==> src/rtl/uart_pkg.sv <==
// Shared UART definitions used by the transmit multiplexer and the receive-side
// demultiplexer: TX state encoding, default baud divisor, frame byte order and
// the (addr, data) pair payload.
package uart_pkg;

  // 21.477 MHz / 115200 baud, truncated
  localparam int unsigned UART_DEFAULT_CLKS_PER_BIT = 186;

  localparam int unsigned UART_BYTE_W = 8;

  // Byte order within one frame on the wire
  localparam int unsigned FRAME_BYTE_ADDR = 0;
  localparam int unsigned FRAME_BYTE_DATA = 1;
  localparam int unsigned FRAME_BYTE_CSUM = 2;

  typedef enum logic [1:0] {
    TX_IDLE,
    TX_START,
    TX_DATA,
    TX_STOP
  } tx_state_e;

  typedef struct packed {
    logic [UART_BYTE_W-1:0] addr;
    logic [UART_BYTE_W-1:0] data;
  } uart_pair_t;

  // Frame checksum: byte sum of address and data, modulo 256
  function automatic logic [UART_BYTE_W-1:0] uart_checksum(
    input logic [UART_BYTE_W-1:0] a,
    input logic [UART_BYTE_W-1:0] d
  );
    return UART_BYTE_W'(a + d);
  endfunction

endpackage

==> src/rtl/uart_tx_fifo.sv <==
// Synchronous FIFO for pending (addr, data) pairs.
// Ports: clk, reset_n (sync, active-low); push/wdata enqueue; pop dequeues the
// head presented combinationally on head_c; full/empty are registered flags;
// accept_c reports whether this cycle's push is taken (pop frees a slot first).
module uart_tx_fifo #(
  parameter int unsigned WIDTH = 16,
  parameter int unsigned LOG2  = 2
) (
  input  logic             clk,
  input  logic             reset_n,
  input  logic             push,
  input  logic [WIDTH-1:0] wdata,
  input  logic             pop,
  output logic [WIDTH-1:0] head_c,
  output logic             accept_c,
  output logic             full,
  output logic             empty
);

  localparam int unsigned DEPTH = 1 << LOG2;
  localparam int unsigned PTR_W = LOG2 + 1;

  logic [WIDTH-1:0] mem [DEPTH];
  logic [PTR_W-1:0] wr_ptr, rd_ptr;
  logic [PTR_W-1:0] wr_ptr_nxt, rd_ptr_nxt;
  logic             do_pop;

  // Pop is evaluated first so a push while full and popping is accepted
  always_comb begin
    do_pop     = pop && !empty;
    accept_c   = push && (!full || do_pop);
    wr_ptr_nxt = wr_ptr + PTR_W'(accept_c);
    rd_ptr_nxt = rd_ptr + PTR_W'(do_pop);
    head_c     = mem[rd_ptr[LOG2-1:0]];
  end

  // Pointer and flag registers; the extra pointer MSB distinguishes full from empty
  always_ff @(posedge clk) begin
    if (!reset_n) begin
      wr_ptr <= '0;
      rd_ptr <= '0;
      full   <= 1'b0;
      empty  <= 1'b1;
    end else begin
      wr_ptr <= wr_ptr_nxt;
      rd_ptr <= rd_ptr_nxt;
      full   <= (wr_ptr_nxt[LOG2] != rd_ptr_nxt[LOG2]) &&
                (wr_ptr_nxt[LOG2-1:0] == rd_ptr_nxt[LOG2-1:0]);
      empty  <= (wr_ptr_nxt == rd_ptr_nxt);
    end
  end

  // Storage array
  always_ff @(posedge clk) begin
    if (reset_n && accept_c) begin
      mem[wr_ptr[LOG2-1:0]] <= wdata;
    end
  end

endmodule

==> src/rtl/uart_mux_tx.sv <==
// UART address/data multiplexer, transmit side. Queues (addr, din) pairs and
// sends each as consecutive 8N1 bytes, address first, then data.
// Optional macro UART_MUX_TX_CHECKSUM_EN appends a third byte (addr + din) mod 256.
// Ports: clk; reset_n (sync, active-low); addr/din/write enqueue a pair;
// full (FIFO at capacity); busy (pending pairs or frame in flight);
// overflow (sticky, write dropped while full); tx (serial line, idle high).
module uart_mux_tx
  import uart_pkg::*;
#(
  parameter int unsigned CLKS_PER_BIT = UART_DEFAULT_CLKS_PER_BIT,
  parameter int unsigned FIFO_LOG2    = 2
) (
  input  logic       clk,
  input  logic       reset_n,
  input  logic [7:0] addr,
  input  logic [7:0] din,
  input  logic       write,
  output logic       full,
  output logic       busy,
  output logic       overflow,
  output logic       tx
);

  localparam int unsigned CNT_W  = (CLKS_PER_BIT > 1) ? $clog2(CLKS_PER_BIT) : 1;
  localparam int unsigned PAIR_W = $bits(uart_pair_t);
`ifdef UART_MUX_TX_CHECKSUM_EN
  localparam int unsigned SEL_W     = 2;
  localparam int unsigned LAST_BYTE = FRAME_BYTE_CSUM;
`else
  localparam int unsigned SEL_W     = 1;
  localparam int unsigned LAST_BYTE = FRAME_BYTE_DATA;
`endif

  tx_state_e        state, state_nxt;
  logic [CNT_W-1:0] cnt, cnt_nxt;
  logic [2:0]       bit_idx, bit_idx_nxt;
  logic [7:0]       shift, shift_nxt;
  logic [7:0]       data_hold, data_hold_nxt;
  logic [SEL_W-1:0] byte_sel, byte_sel_nxt;
`ifdef UART_MUX_TX_CHECKSUM_EN
  logic [7:0]       csum_hold, csum_hold_nxt;
`endif
  logic             bit_end_c;
  logic             pop_c;
  logic             tx_c;
  logic             busy_c;

  uart_pair_t       wr_pair;
  uart_pair_t       head_c;
  logic             accept_c;
  logic             fifo_empty;

  assign wr_pair = '{addr: addr, data: din};

  uart_tx_fifo #(
    .WIDTH (PAIR_W),
    .LOG2  (FIFO_LOG2)
  ) u_fifo (
    .clk      (clk),
    .reset_n  (reset_n),
    .push     (write),
    .wdata    (wr_pair),
    .pop      (pop_c),
    .head_c   (head_c),
    .accept_c (accept_c),
    .full     (full),
    .empty    (fifo_empty)
  );

  // Next-state and line-level decode
  always_comb begin
    state_nxt     = state;
    cnt_nxt       = cnt;
    bit_idx_nxt   = bit_idx;
    shift_nxt     = shift;
    data_hold_nxt = data_hold;
    byte_sel_nxt  = byte_sel;
`ifdef UART_MUX_TX_CHECKSUM_EN
    csum_hold_nxt = csum_hold;
`endif
    pop_c         = 1'b0;
    tx_c          = 1'b1;
    bit_end_c     = (cnt == CNT_W'(CLKS_PER_BIT - 1));

    case (state)
      TX_IDLE: begin
        if (!fifo_empty) begin
          pop_c         = 1'b1;
          shift_nxt     = head_c.addr;
          data_hold_nxt = head_c.data;
`ifdef UART_MUX_TX_CHECKSUM_EN
          csum_hold_nxt = uart_checksum(head_c.addr, head_c.data);
`endif
          byte_sel_nxt  = SEL_W'(FRAME_BYTE_ADDR);
          cnt_nxt       = '0;
          state_nxt     = TX_START;
        end
      end
      TX_START: begin
        tx_c = 1'b0;
        if (bit_end_c) begin
          cnt_nxt     = '0;
          bit_idx_nxt = 3'd0;
          state_nxt   = TX_DATA;
        end else begin
          cnt_nxt = cnt + CNT_W'(1);
        end
      end
      TX_DATA: begin
        tx_c = shift[0];
        if (bit_end_c) begin
          cnt_nxt     = '0;
          shift_nxt   = {1'b0, shift[7:1]};
          bit_idx_nxt = bit_idx + 3'd1;
          if (bit_idx == 3'd7) begin
            state_nxt = TX_STOP;
          end
        end else begin
          cnt_nxt = cnt + CNT_W'(1);
        end
      end
      TX_STOP: begin
        tx_c = 1'b1;
        if (bit_end_c) begin
          cnt_nxt = '0;
          if (byte_sel == SEL_W'(LAST_BYTE)) begin
            state_nxt = TX_IDLE;
          end else begin
`ifdef UART_MUX_TX_CHECKSUM_EN
            shift_nxt = (byte_sel == SEL_W'(FRAME_BYTE_ADDR)) ? data_hold : csum_hold;
`else
            shift_nxt = data_hold;
`endif
            byte_sel_nxt = byte_sel + SEL_W'(1);
            state_nxt    = TX_START;
          end
        end else begin
          cnt_nxt = cnt + CNT_W'(1);
        end
      end
      default: begin
        state_nxt = TX_IDLE;
      end
    endcase

    // Busy after this edge: a pop implies state_nxt leaves IDLE, so a
    // non-empty FIFO or an accepted push is enough to stay busy
    busy_c = (state_nxt != TX_IDLE) || !fifo_empty || accept_c;
  end

  // State and output registers; tx follows the current state one cycle later
  always_ff @(posedge clk) begin
    if (!reset_n) begin
      state     <= TX_IDLE;
      cnt       <= '0;
      bit_idx   <= 3'd0;
      shift     <= 8'd0;
      data_hold <= 8'd0;
      byte_sel  <= '0;
`ifdef UART_MUX_TX_CHECKSUM_EN
      csum_hold <= 8'd0;
`endif
      tx        <= 1'b1;
      busy      <= 1'b0;
      overflow  <= 1'b0;
    end else begin
      state     <= state_nxt;
      cnt       <= cnt_nxt;
      bit_idx   <= bit_idx_nxt;
      shift     <= shift_nxt;
      data_hold <= data_hold_nxt;
      byte_sel  <= byte_sel_nxt;
`ifdef UART_MUX_TX_CHECKSUM_EN
      csum_hold <= csum_hold_nxt;
`endif
      tx        <= tx_c;
      busy      <= busy_c;
      overflow  <= overflow | (write & ~accept_c);
    end
  end

endmodule

==> config.mk <==
export PLATFORM = sky130hd
export DESIGN_NAME = uart_mux_tx
export DESIGN_NICKNAME = d
export VERILOG_FILES = /design/src/rtl/uart_pkg.sv /design/src/rtl/uart_tx_fifo.sv /design/src/rtl/uart_mux_tx.sv
export SDC_FILE = /design/constraint.sdc
export NUM_CORES = 1
export LEC_CHECK = 0
export BUFFER_PORTS_ARGS = -buffer_cell sky130_fd_sc_hd__buf_2
export CORE_MARGIN = 4
export CORE_UTILIZATION = 25
export CTS_CLUSTER_SIZE = 30
export DETAILED_ROUTE_END_ITERATION = 16
export HOLD_SLACK_MARGIN = 0.08
export PLACE_DENSITY_LB_ADDON = 0.25
export SYNTH_ARGS = -nofsm -noshare
export SYNTH_HDL_FRONTEND = slang
export SYNTH_SLANG_ARGS = --single-unit
==> constraint.sdc <==
create_clock -name clk -period 4 [get_ports clk]
set_clock_uncertainty 0.15 [all_clocks]
set_input_delay 0.4 -clock clk [delete_from_list [all_inputs] [get_ports clk]]
set_output_delay 0.4 -clock clk [all_outputs]
set_load 0.02 [all_outputs]
* Word-level counts from Yosys, hierarchy flattened
Memories as Yosys holds them, arrays and structs flattened. A register that Yosys moved wholly into a read port is not among the register bits.
Cells that the tools add are included.
** Word-level totals
- Memories kept :: 1
- Input bits :: 19
- Output and inout bits :: 4
- Bits in writable memories :: 64
- Logic and storage cells :: 83
- Bits in registers :: 41
** Cells by class
- Bitwise logic cells :: 4
- Equal/unequal tests :: 13
- Reduce and logical (&&, ||, !) cells :: 19
- Multiplexer cells :: 28
- Add/sub/neg operators :: 5
** Memories
- u_fifo.mem :: depth 4, bits a word 16, read ports 1, clocked after Yosys merged registers in 1, write ports 1, RTL line uart_tx_fifo.sv:23 : logic [WIDTH-1:0] mem [DEPTH];
** Operator list (number)
- two-way mux 8 bit :: 6
- one-hot mux 8 bit (3 select lines) :: 1
- one-hot mux 8 bit (2 select lines) :: 1
- two-way mux 2 bit :: 6
- != test 2 bit, second input constant :: 5
- adder 8 x 1 -> 8 bit, second input constant :: 1
- == test 8 bit, second input constant :: 1
- two-way mux 1 bit :: 8
- one-hot mux 2 bit (4 select lines) :: 1
- adder 3 x 1 -> 3 bit :: 2
- two-way mux 3 bit :: 2
- one-hot mux 3 bit (2 select lines) :: 1
- AND reduction 3 bit :: 2
- nonzero test 2 bit :: 3
- AND reduction 5 bit :: 1
- == test 2 bit, second input constant :: 2
- logical AND 1 bit :: 4
- one-hot mux 1 bit (2 select lines) :: 2
- adder 3 x 1 -> 3 bit, second input constant :: 1
- == test 3 bit :: 1
- == test 3 bit, second input constant :: 1
- logical OR 1 bit :: 3
- nonzero test 3 bit :: 1
- OR reduction 3 bit :: 1
- other kinds (10) :: 12

* Logic depth before layout (Yosys ltp)
- Word-level depth :: 8
- Depth in mapped cells :: 8
- Depth with buffers taken out :: 7

* Hierarchy
A second synthesis with hierarchy kept.
** Unflattened totals
- Cells, all modules :: 316
- Area, all modules :: 4386.7 sq um
** Modules (own cells, without submodules)
- uart_tx_fifo :: times used 1, cells an instance 122, area each 2715.1 sq um, sequential area each 2082.0 sq um
- uart_mux_tx :: times used 1, cells an instance 194, area each 1671.6 sq um, sequential area each 660.6 sq um

* Least setup slack after synthesis
OpenSTA, ideal clock, no wires.
- Kind :: reg-to-reg
- Start :: register state[0]
- End :: memory u_fifo.mem[0][0] (enable)
- Stages on the path, launching flop included :: 6
- Path buffers :: 1
- Arrival :: 2243 ps
- Path slack :: 1198 ps
- Clock period less this slack :: 2802 ps
- Library setup time :: 409 ps
- Required time :: 3441 ps
- Cell sequence :: dfxtp_1 buf_6 or3_4 a21oi_2 nand2_1 nor3_1
** Between the ends
- Cells in the longest elaborated chain, start to end :: 8
** Ends and longest elaborated chain
- start: declaration :: RTL line uart_mux_tx.sv:34 : tx_state_e state, state_nxt;
- start signal: assignment :: RTL line uart_mux_tx.sv:167 : state <= state_nxt;
- logical NOT 2 bit :: RTL line uart_mux_tx.sv:85 : case (state)
- two-way mux 1 bit :: RTL line uart_mux_tx.sv:85
- logical AND 1 bit :: RTL line uart_tx_fifo.sv:30 : do_pop = pop && !empty;
- logical OR 1 bit :: RTL line uart_tx_fifo.sv:31 : accept_c = push && (!full || do_pop);
- logical AND 1 bit :: RTL line uart_tx_fifo.sv:31
- logical AND 1 bit :: RTL line uart_tx_fifo.sv:55 : if (reset_n && accept_c) begin
- two-way mux 1 bit :: RTL line uart_tx_fifo.sv:55
- two-way mux 1 bit (not written as such) :: RTL line uart_tx_fifo.sv:56 : mem[wr_ptr[LOG2-1:0]] <= wdata;
- end: declaration :: RTL line uart_tx_fifo.sv:23
Every way passes these cells.

* Final worst setup path
- Start :: register u_fifo.empty
- End :: register u_fifo.empty
** Between the ends
- Cells in the longest elaborated chain, start to end :: 7
- Elaborated cells on any way between the ends :: 9
- Those cells by class :: 2 x add/sub; 1 x eq/ne; 2 x mux; 4 x reduce/logical
** Ends and longest elaborated chain
- start: declaration :: RTL line uart_tx_fifo.sv:17 : output logic empty
- start signal: assignment :: RTL line uart_tx_fifo.sv:49 : empty <= (wr_ptr_nxt == rd_ptr_nxt);
- two-way mux 1 bit (*) :: RTL line uart_mux_tx.sv:87 : if (!fifo_empty) begin
- two-way mux 1 bit (*) :: RTL line uart_mux_tx.sv:85
- via pop_c :: RTL line uart_mux_tx.sv:44 : logic pop_c;
- logical AND 1 bit (*) :: RTL line uart_tx_fifo.sv:30
- logical OR 1 bit :: RTL line uart_tx_fifo.sv:31
- logical AND 1 bit :: RTL line uart_tx_fifo.sv:31
- adder 3 x 1 -> 3 bit :: RTL line uart_tx_fifo.sv:32 : wr_ptr_nxt = wr_ptr + PTR_W'(accept_c);
- == test 3 bit (*) :: RTL line uart_tx_fifo.sv:49
The timed path passes the listed nets; every way through them passes the cells marked *.
A chain may end at the register's enable or synchronous reset.

==> results.tsv <==
stage	metric	value	unit
floorplanning	Core Rows	47	
finish	# fillers	1719	
power_and_ir_drop	pwr/cell area	551	nW/um^2
placed_design	Place WS	1790	ps
sta	final worst path period need	2210	ps
critical_path	Worst EP arrival	2310	ps
floorplanning	Initial Util	0.257	
power_and_ir_drop	Power Internal	1.97	mW
clocking	CTS Hold Bufs	0	
finish	Area Overhead vs Synth	15.7	%
critical_path	Crit Reg-Reg Endpoint	u_fifo.empty$_SDFF_PN1_	
yosys	area leader, netlist	edfxtp_1	
routing	vias after detailed routing	2563	
clocking	htree depth	3	
global_route	Overflow after GRT	0	
floorplanning	die area	19300	um^2
clocking	setup bufs post-CTS	0	
flow_run	total of max-cap violations	0	
placed_design	RD Place Congestion	0.709	
power_and_ir_drop	Switching Share	0.281	
min_path	Hold Startpoint	din[6]	
power_and_ir_drop	switching power	769	uW
sta	Tightest Pin Transition	960	ps
finish	Diodes inserted	0	
yosys	cell area after synthesis	4290	um^2
critical_path	crit end category	flop	
sta	RSZ-0062 raised after global routing	no	
finish	storage element area	2740	um^2
finish	final non-filler cell total	563	
placed_design	placed cell areas	4660	um^2
status	status	complete, no violations	
sta	Final Hold Fails	0	
yosys	Seq/Total Area, Yosys	0.639	
sta	FMAX	0.453	GHz
critical_path	Critical R2R Launch	u_fifo.empty$_SDFF_PN1_	
yosys	yosys warns	0	
routing	number of vias per cell	4.55	
critical_path	Worst Path Required	4110	ps
yosys	syn avg cell area	13.8	um^2
critical_path	R2R cell count	7	
floorplanning	die width	139	um
yosys	Synth area leaders	edfxtp_1 45%, dfxtp_1 19%, mux2i_1 5.1%, mux4_2 4.7%, nand2_1 2.9%	
finish	Post-Route Utilization	0.297	
sta	relative slew slack	0.359	
routing	drt total wl	8780	um
floorplanning	core area	16700	um^2
clocking	later-pin clock latency in the skew report	350	ps
routing	initial drt markers	148	
critical_path	Setup crit start kind	flop	
finish	fin nets	365	
min_path	Hold Path Stages	1	
routing	Wirelength per Cell	15.6	um
power_and_ir_drop	Comb power frac	0.182	
clocking	clk sinks	105	
power_and_ir_drop	clock share of power	0.331	
min_path	Tightest Hold Check Type	in2reg	
power_and_ir_drop	VDD IR-drop max	0.226	mV
yosys	ys flop type	edfxtp_1	
clocking	clk slew on worst S/H paths	70	ps
placed_design	cell total after placement	547	
clocking	clock root buffer	clkbuf_16	
routing	Routed Antenna Nets	0	
clocking	post-CTS sizing	0	
routing	DR DRC count	0	
clocking	clock buffer depth	2	
global_route	largest net degree at the start of global routing	26	
global_route	first-pass GRT wire length	14600	um
power_and_ir_drop	sequential power share	0.488	
clocking	CTS tree	built	
placed_design	# port buffers	22	
floorplanning	Ports	23	
min_path	Hold Path Sink	u_fifo.mem[0][6]$_DFFE_PP_	
yosys	fraction of registers with async set/reset	0	
sta	fin crit share	0.552	
critical_path	Critical Path Fanout Max	12	
global_route	Tot GR Track Use	0.0961	
critical_path	r2r setup slk	1790	ps
yosys	Yosys reg bits	105	
yosys	net count after synthesis	338	
global_route	initial antenna violation count	0	
yosys	post-synth cell types	50	
sta	final worst slack	1790	ps
sta	Final setup viols	0	
yosys	number of flops mapped to enable cells by yosys	64	
yosys	Synth top area share	0.448	
routing	first drt pass iteration count	4	
yosys	synthesized instance count	311	
sta	Final Slew Violations	0	
clocking	TritonCTS Buffers	9	
global_route	vias in the first global route	2703	
placed_design	DP HPWL	5660	um
finish	Design Area, Final	4970	um^2
power_and_ir_drop	Leak	1.75	nW
finish	footprint of the multi-input gates	1460	um^2
finish	fraction of layout cells with a size suffix above 1	0.201	
sta	Fin Setup TNS	0	ps
floorplanning	die height	139	um
critical_path	Worst Path Class, Setup	reg2reg	
final cells by class:
| cell class | instances | share of cell area |
|---|---|---|
| Clock buffer | 9 | 0.0453 |
| Clock inverter | 7 | 0.0166 |
| Inverter | 6 | 0.00453 |
| Multi-Input combinational cell | 187 | 0.293 |
| Timing Repair Buffer | 29 | 0.0327 |
| Sequential cell | 105 | 0.552 |
| Tap cell | 220 | 0.0554 |
how the worst max path moves through the flow:
| stage | startpoint | endpoint | slack (ps) | cells past startpoint |
|---|---|---|---|---|
| finish | u_fifo.empty$_SDFF_PN1_ | u_fifo.empty$_SDFF_PN1_ | 1790 | 7 |
| global route | u_fifo.empty$_SDFF_PN1_ | u_fifo.empty$_SDFF_PN1_ | 1620 | 7 |
| CTS | u_fifo.rd_ptr[1]$_SDFF_PN0_ | shift[3]$_SDFFE_PN0P_ | 1760 | 4 |
| detailed placement | u_fifo.rd_ptr[1]$_SDFF_PN0_ | shift[0]$_SDFFE_PN0P_ | 1790 | 4 |
| global placement | u_fifo.empty$_SDFF_PN1_ | u_fifo.empty$_SDFF_PN1_ | 1830 | 7 |
| floorplan | state[0]$_SDFF_PN0_ | u_fifo.mem[0][0]$_DFFE_PP_ | 1200 | 5 |
power by group through the flow:
stage | Combinational [mW] | Clock (mW) | Sequential [mW]
2_1_floorplan | 0.415 | 0 | 1.31
3_3_place_gp | 0.494 | 0 | 1.36
3_5_place_dp | 0.503 | 0 | 1.36
4_1_cts | 0.504 | 0.947 | 1.34
5_1_grt | 0.553 | 0.996 | 1.35
6_report | 0.497 | 0.905 | 1.33
registers in the layout, indices dropped and copies added (netlist names), 2 cells and up:
signal / flops
state: 2
bit_idx: 3
u_fifo.wr_ptr: 3
shift: 8
data_hold: 8
u_fifo.rd_ptr: 3
cnt: 8
u_fifo.mem: 64
synthesized netlist by cell type (all sizes together) (4+ instances only):
cell / count
ha: 8
and3: 6
o21ai: 7
edfxtp: 64
and2: 6
nor2b: 4
nor2: 12
a32o: 10
mux2i: 22
inv: 6
a21oi: 12
a22oi: 8
a31oi: 4
mux4: 9
dfxtp: 41
buf: 11
nand2: 33
xor2: 5
nand3: 7
kinds of logic (layout without fill, tap and decap cells):
group / Yosys count / in the layout / synth area share
adder cells (fa/ha/maj): 8 / 8 / 0.0233
AO/OA/AOI/OAI: 57 / 57 / 0.0985
buffers and inverters: 19 / 51 / 0.0239
flip-flops: 105 / 105 / 0.639
multiplexers: 32 / 32 / 0.101
XOR/XNOR: 6 / 6 / 0.0122
AND/OR/NAND/NOR: 84 / 84 / 0.102
critical path, cell delays in order (launching register included):
cell and delay [ps]:
dfxtp_1 390, or3_4 450, inv_2 180, ha_1 180, ha_1 170, xor2_1 210
xor2_1 120, o31ai_1 260
per-stage QoR:
stage	hold slack [ps]	total power, mW
floorplan	279	1.73
global placement	295	1.85
detailed placement	298	1.87
CTS	94.7	2.79
global route	97.2	2.90
finish	115	2.74
metal layers:
metal	routed length [um]	up-vias	global-route usage	share of wire
li1	-	1247	-	-
met1	4160	1268	0.124	0.47
met2	4260	44	0.157	0.48
met3	327	4	0.0310	0.037
met4	36	0	0.0247	0.0041
met5	0	-	0	0
cell usage in the layout (no fill, tap or decap), types with 4 or more instances in the layout:
cell type	n
nand3_1	7
inv_1	5
edfxtp_1	64
a32o_1	10
mux2i_1	22
nor2b_1	4
nor2_1	11
buf_4	7
mux4_2	9
ha_1	8
a22oi_1	8
a21oi_1	10
o21ai_0	4
and2_1	6
xor2_1	5
a31oi_1	4
buf_2	22
and3_1	5
clkbuf_16	9
nand2_1	33
dfxtp_1	41
(Power assumes the default switching activity.)
